<file path="config.mk">
export PLATFORM = sky130hd
export DESIGN_NAME = nco_phase_gen
export DESIGN_NICKNAME = d
export VERILOG_FILES = /design/src/rtl/nco_phase_gen.sv
export SDC_FILE = /design/constraint.sdc
export NUM_CORES = 1
export LEC_CHECK = 0
export ABC_AREA = 1
export CORE_MARGIN = 2
export CORE_UTILIZATION = 60
export CTS_CLUSTER_DIAMETER = 200
export DETAILED_ROUTE_END_ITERATION = 10
export GPL_TIMING_DRIVEN = 1
export PLACE_DENSITY = 0.84
export SYNTH_ARGS = -nofsm -noshare
export SYNTH_HDL_FRONTEND = slang
export SYNTH_SLANG_ARGS = --single-unit
export TNS_END_PERCENT = 20
</file>
<file path="constraint.sdc">
create_clock -name c -period 5.2 [get_ports c]
set_input_delay 1.3 -clock c [delete_from_list [all_inputs] [get_ports c]]
set_output_delay 1.3 -clock c [all_outputs]
set_load 0.02 [all_outputs]
</file>
<file path="src/rtl/nco_phase_gen.sv">
// Phase accumulator and angle splitter that feeds cosine_int. The sign and
// fine bits are delayed ROM_LAT cycles so they line up with rom_d for ra.
module nco_phase_gen #(
    parameter int NBA     = 22,
    parameter int ROM_LAT = 2
) (
    input  logic              c,
    input  logic              r,
    input  logic              ce,
    input  logic [NBA-1:0]    f,
    input  logic              f_wr,
    input  logic [NBA-1:0]    po,
    input  logic              po_wr,
    input  logic              sync,
    output logic [10:0]       ra,
    output logic [NBA-13:0]   a,
    output logic              s
);

    localparam int NF = NBA - 12;

    logic [NBA-1:0] freq_q, freq_d;
    logic [NBA-1:0] off_q,  off_d;
    logic [NBA-1:0] acc_q,  acc_d;
    logic [NBA-1:0] ph_q,   ph_d;
    logic [ROM_LAT-1:0] sDly_q, sDly_d;
    logic [NF-1:0]      aDly_q [ROM_LAT];
    logic [NF-1:0]      aDly_d [ROM_LAT];

    // Sync clears only the accumulator, so the restart phase equals the offset.
    always_comb begin
        freq_d = freq_q;
        off_d  = off_q;
        acc_d  = acc_q;
        ph_d   = acc_q + off_q;
        if (f_wr) begin
            freq_d = f;
        end
        if (po_wr) begin
            off_d = po;
        end
        if (sync) begin
            acc_d = '0;
        end else if (ce) begin
            acc_d = acc_q + freq_q;
        end
    end

    always_comb begin
        sDly_d    = sDly_q;
        aDly_d    = aDly_q;
        sDly_d[0] = ph_q[NBA-1];
        aDly_d[0] = ph_q[NF-1:0];
        for (int i = 1; i < ROM_LAT; i++) begin
            sDly_d[i] = sDly_q[i-1];
            aDly_d[i] = aDly_q[i-1];
        end
    end

    always_ff @(posedge c) begin
        if (r) begin
            freq_q <= '0;
            off_q  <= '0;
            acc_q  <= '0;
            ph_q   <= '0;
            sDly_q <= '0;
            for (int i = 0; i < ROM_LAT; i++) begin
                aDly_q[i] <= '0;
            end
        end else begin
            freq_q <= freq_d;
            off_q  <= off_d;
            acc_q  <= acc_d;
            ph_q   <= ph_d;
            sDly_q <= sDly_d;
            for (int i = 0; i < ROM_LAT; i++) begin
                aDly_q[i] <= aDly_d[i];
            end
        end
    end

    assign ra = ph_q[NBA-2:NBA-12];
    assign s  = sDly_q[ROM_LAT-1];
    assign a  = aDly_q[ROM_LAT-1];

endmodule

</file>
# == Word-level counts from Yosys, hierarchy flattened ==
# Cells that the tools add are included.
# totals
reg_bits,110
input_bits,50
output_inout_bits,22
wordCells,10
# classes
n_addsub,2
reduce_logical,1
# ops
operator,count
22-bit adder,2
2-bit OR reduction,1

# == Longest topological paths before layout ==
# depth
ltp_word,1
mapped_depth,14
mapped_depth_nobuf,14

# == Worst setup path after synthesis ==
# No wires, ideal clock.
# synth_timing
path_type,input port to flip-flop
startpoint,input port r
endpoint,register acc_q[11]
setup_ps,109
arrival_ps,2072
required_ps,5091
slack_ps,3019
stages,6
n_path_buf,2
cell_sequence,buf_2 > or2_0 > clkbuf_1 > nor2_1 > nand2_1 > inv_1
# synth_between
elab_chain_len,1
# synth_rtl
element,line,text
start: declaration,8,"input logic r,"
2-bit OR reduction (no line),-,
end signal: assignment,64,acc_q <= '0;
end signal: assignment,73,acc_q <= acc_d;
end: declaration,24,"logic [NBA-1:0] acc_q, acc_d;"
# No other way between the ends.
# A chain may end at the register's enable or synchronous reset.

==> impl_results.md <==
* Sequential Power Share at 0.519
* Area Overhead vs Synth at 15.09%
* Fin worst setup slack at 2.514 ns
* R2R setup slack at 2.97 ns
* CTS tree: built
* Antenna cells at 0
* Worst min path class: reg -> reg
* I/O pins at 72
* Nets at 1133
* Final wirelength at 14.39 mm
* Finish-stage setup viols at 0
* GRT Total Usage at 0.2637
* Fin Clk Skew at 0.01790 ns
* Most common cell after layout, fill and taps aside: nor2_1
* Fin util at 0.7108
* Mapped Cells at 986
* Main synth FF type: dfxtp_1
* Crit-path cells: clkdlybuf4s50_1 -> inv_1 -> o21ai_0 -> a21oi_1
* Outcome: finished, final reports clean
* Fin. Hold Viols at 0
* Port bufs at 71
* Die ar. at 0.01147 mm²
* Slowest cell on crit path: clkdlybuf4s50_1
* Root Driver: clkbuf_8
* Vias per cell at 5.098
* Starting Density at 0.6176
* Pwr Density at 242.3 mW/mm²
* Drt drc at 0
* Hold Path Cell Cnt at 2
* Fmax achieved at 0.3723 GHz
* Max Root-Sink Buffers at 2
* Worst-margin pin slew at 0.7433 ns
* Die height at 107.1 µm
* Cell Area, Synth at 0.006376 mm²
* Largest net degree at the start of global routing at 63
* Sequential fraction of the synthesis area at 0.3454
* CP Class: in -> reg
* Synthesis Warnings at 0
* Synth unique cells at 37
* Setup tns final at 0 ns
* Number of flops mapped to enable cells by yosys at 0
* Flops & latches, synth at 110
* Int Pwr at 1.227 mW
* Die width at 107.1 µm
* Cell family with most CP delay: buffers and inverters
* VDD IR-drop max at 0.1760 mV
* Initial antenna violation count at 0
* Sw frac at 0.3100
* Syn_nets at 1080
* Most frequent cells in the layout: nor2_1, nand2_1, inv_1
* Clock Latency Late Sink at 0.38 ns
* Worst setup SP type: primary input
* Worst r2r src: acc_q[0]$_SDFFE_PP0P_
* Mean post-synth cell area at 6.467 µm²
* HP Start: ph_q[21]$_SDFF_PP0_
* HPWL after detailed placement at 11.23 mm
* Worst Path Buf+Inv at 2
* DRT iter0 DRCs at 288
* Comb power frac at 0.178
* Core Area at 0.01032 mm²
* CTS Sinks at 110
* DP Worst Slack at 2.086 ns
* Hold Buf Count CTS at 0
* Post-synthesis async set-or-reset flop share at 0
* Routed wire per std cell at 12.19 µm
* Min Tclk post-route at 2.686 ns
* DR vias at 6016
* Layout cell share with drive strength beyond 1 at 0.04693
* P_sw at 0.5511 mW
* Max cap viols at 0
* Drt pass-1 iters at 5
* CP Capture Type: register
* Hold Path End: sDly_q[0]$_SDFF_PP0_
* Placer Congestion at 0.9345
* Clock power frac at 0.303
* Tot Pwr at 1.778 mW
* Unrepaired setup endpoints after global routing: no
* Crit path largest cell delay at 0.84 ns
* Setup Fix Bufs, Post-CTS at 0
* Post-CTS Resized at 0
* Routed Antenna Nets at 0
* Reg2reg end: ph_q[14]$_SDFF_PP0_
* Required @ worst endpoint at 5.45 ns
* Final global-route overflow total at 0
* Vias in the first global route at 5557
* CP Data Arrival Time at 2.94 ns
* Slew Viols, Final at 0
* Relative slew slack at 0.5039
* Worst Path Max Fanout at 23
* R2r worst-path depth at 10
* Leakage at 3.729 nW
* Worst-path clk slew at 0.12 ns
* Total CTS buffers at 9
* H-tree depth at 3
* First-pass GRT wire length at 24.36 mm
* Row count at 37
* Final period util at 0.5166
==> cells in the mapped netlist (all sizes together) (2+ instances only) <==
| cell type | instances | area, µm² |
|---|---|---|
| nor2 | 216 | 830.8 |
| nand2 | 212 | 805.8 |
| inv | 155 | 581.8 |
| dfxtp | 110 | 2202 |
| o21ai | 74 | 381.6 |
| nand3 | 52 | 265.3 |
| a21oi | 49 | 249.0 |
| ha | 42 | 525.5 |
| buf | 21 | 125.1 |
| clkbuf | 13 | 48.80 |
| nor3 | 10 | 70.07 |
| xor2 | 7 | 61.31 |
| o21bai | 6 | 67.57 |
| xnor2 | 4 | 35.03 |
| nand4 | 3 | 18.77 |
| fa | 2 | 40.04 |
| o21a | 2 | 15.01 |
| or2 | 2 | 12.52 |
==> registers in the layout (all words and copies together), names as in the netlist <==
| name | count |
|---|---|
| acc_q | 22 |
| a | 10 |
| off_q | 22 |
| freq_q | 22 |
| sDly_q | 2 |
| ph_q | 22 |
| aDly_d | 10 |
==> power by group through the flow <==
stage / logic [mW] / clock network [mW] / registers [mW]
final: 0.316 / 0.539 / 0.923
after global routing: 0.359 / 0.589 / 0.928
after CTS: 0.316 / 0.558 / 0.922
after detailed placement: 0.314 / 0 / 0.941
after global placement: 0.308 / 0 / 0.940
after floorplan: 0.220 / 0 / 0.933
==> kinds of logic after synthesis <==
family | count (synthesis) | synth area share
xor+xnor | 11 | 0.01511
simple gates | 496 | 0.3153
flops | 110 | 0.3454
compound gates | 135 | 0.1164
fa+ha+maj | 44 | 0.08870
buf+inv | 190 | 0.1191
==> layer usage <==
layer,wire (µm),track usage,up-vias,part of all wire
met3,763,0.03465,33,0.053
met1,6513,0.3436,2661,0.45
li1,-,-,3162,-
met2,6720,0.4439,160,0.47
met5,0,0,-,0
met4,391,0.09926,0,0.027
==> how the worst max path moves through the flow <==
| stage | from | endpoint | slack, ns | cells past startpoint |
|---|---|---|---|---|
| 6_report | f_wr | freq_q[1]$_SDFFE_PP0P_ | 2.51 | 4 |
| 5_1_grt | f_wr | freq_q[1]$_SDFFE_PP0P_ | 2.32 | 4 |
| 4_1_cts | f_wr | freq_q[1]$_SDFFE_PP0P_ | 2.50 | 4 |
| 3_5_place_dp | f_wr | freq_q[1]$_SDFFE_PP0P_ | 2.09 | 4 |
| 3_3_place_gp | f_wr | freq_q[1]$_SDFFE_PP0P_ | 2.13 | 4 |
| 2_1_floorplan | r | acc_q[11]$_SDFFE_PP0P_ | 3.02 | 6 |
==> metrics by stage <==
stage / instances / instance area, µm² / hold WS, ns
finish: 1180 / 7338 / 0.3861
global route: 1180 / 7338 / 0.4186
CTS: 1180 / 7338 / 0.3885
detailed placement: 1164 / 7121 / 0.3928
global placement: 1164 / 7121 / 0.3890
floorplan: 986 / 6376 / 0.3883
==> worst min-delay path: stages (launching register included) <==
cell     delay [ns]
dfxtp_1        0.31
inv_1          0.04
nor2_1         0.03
==> cell type report <==
type	count	area (µm²)
repair buffers	76	748.2
multi-input cells	686	3415
clock inverters	7	93.84
inverters	156	585.6
clock buffers	9	123.9
well taps	136	170.2
flip-flops and latches	110	2202
fillers	889	2985
(Power assumes the default switching activity.)
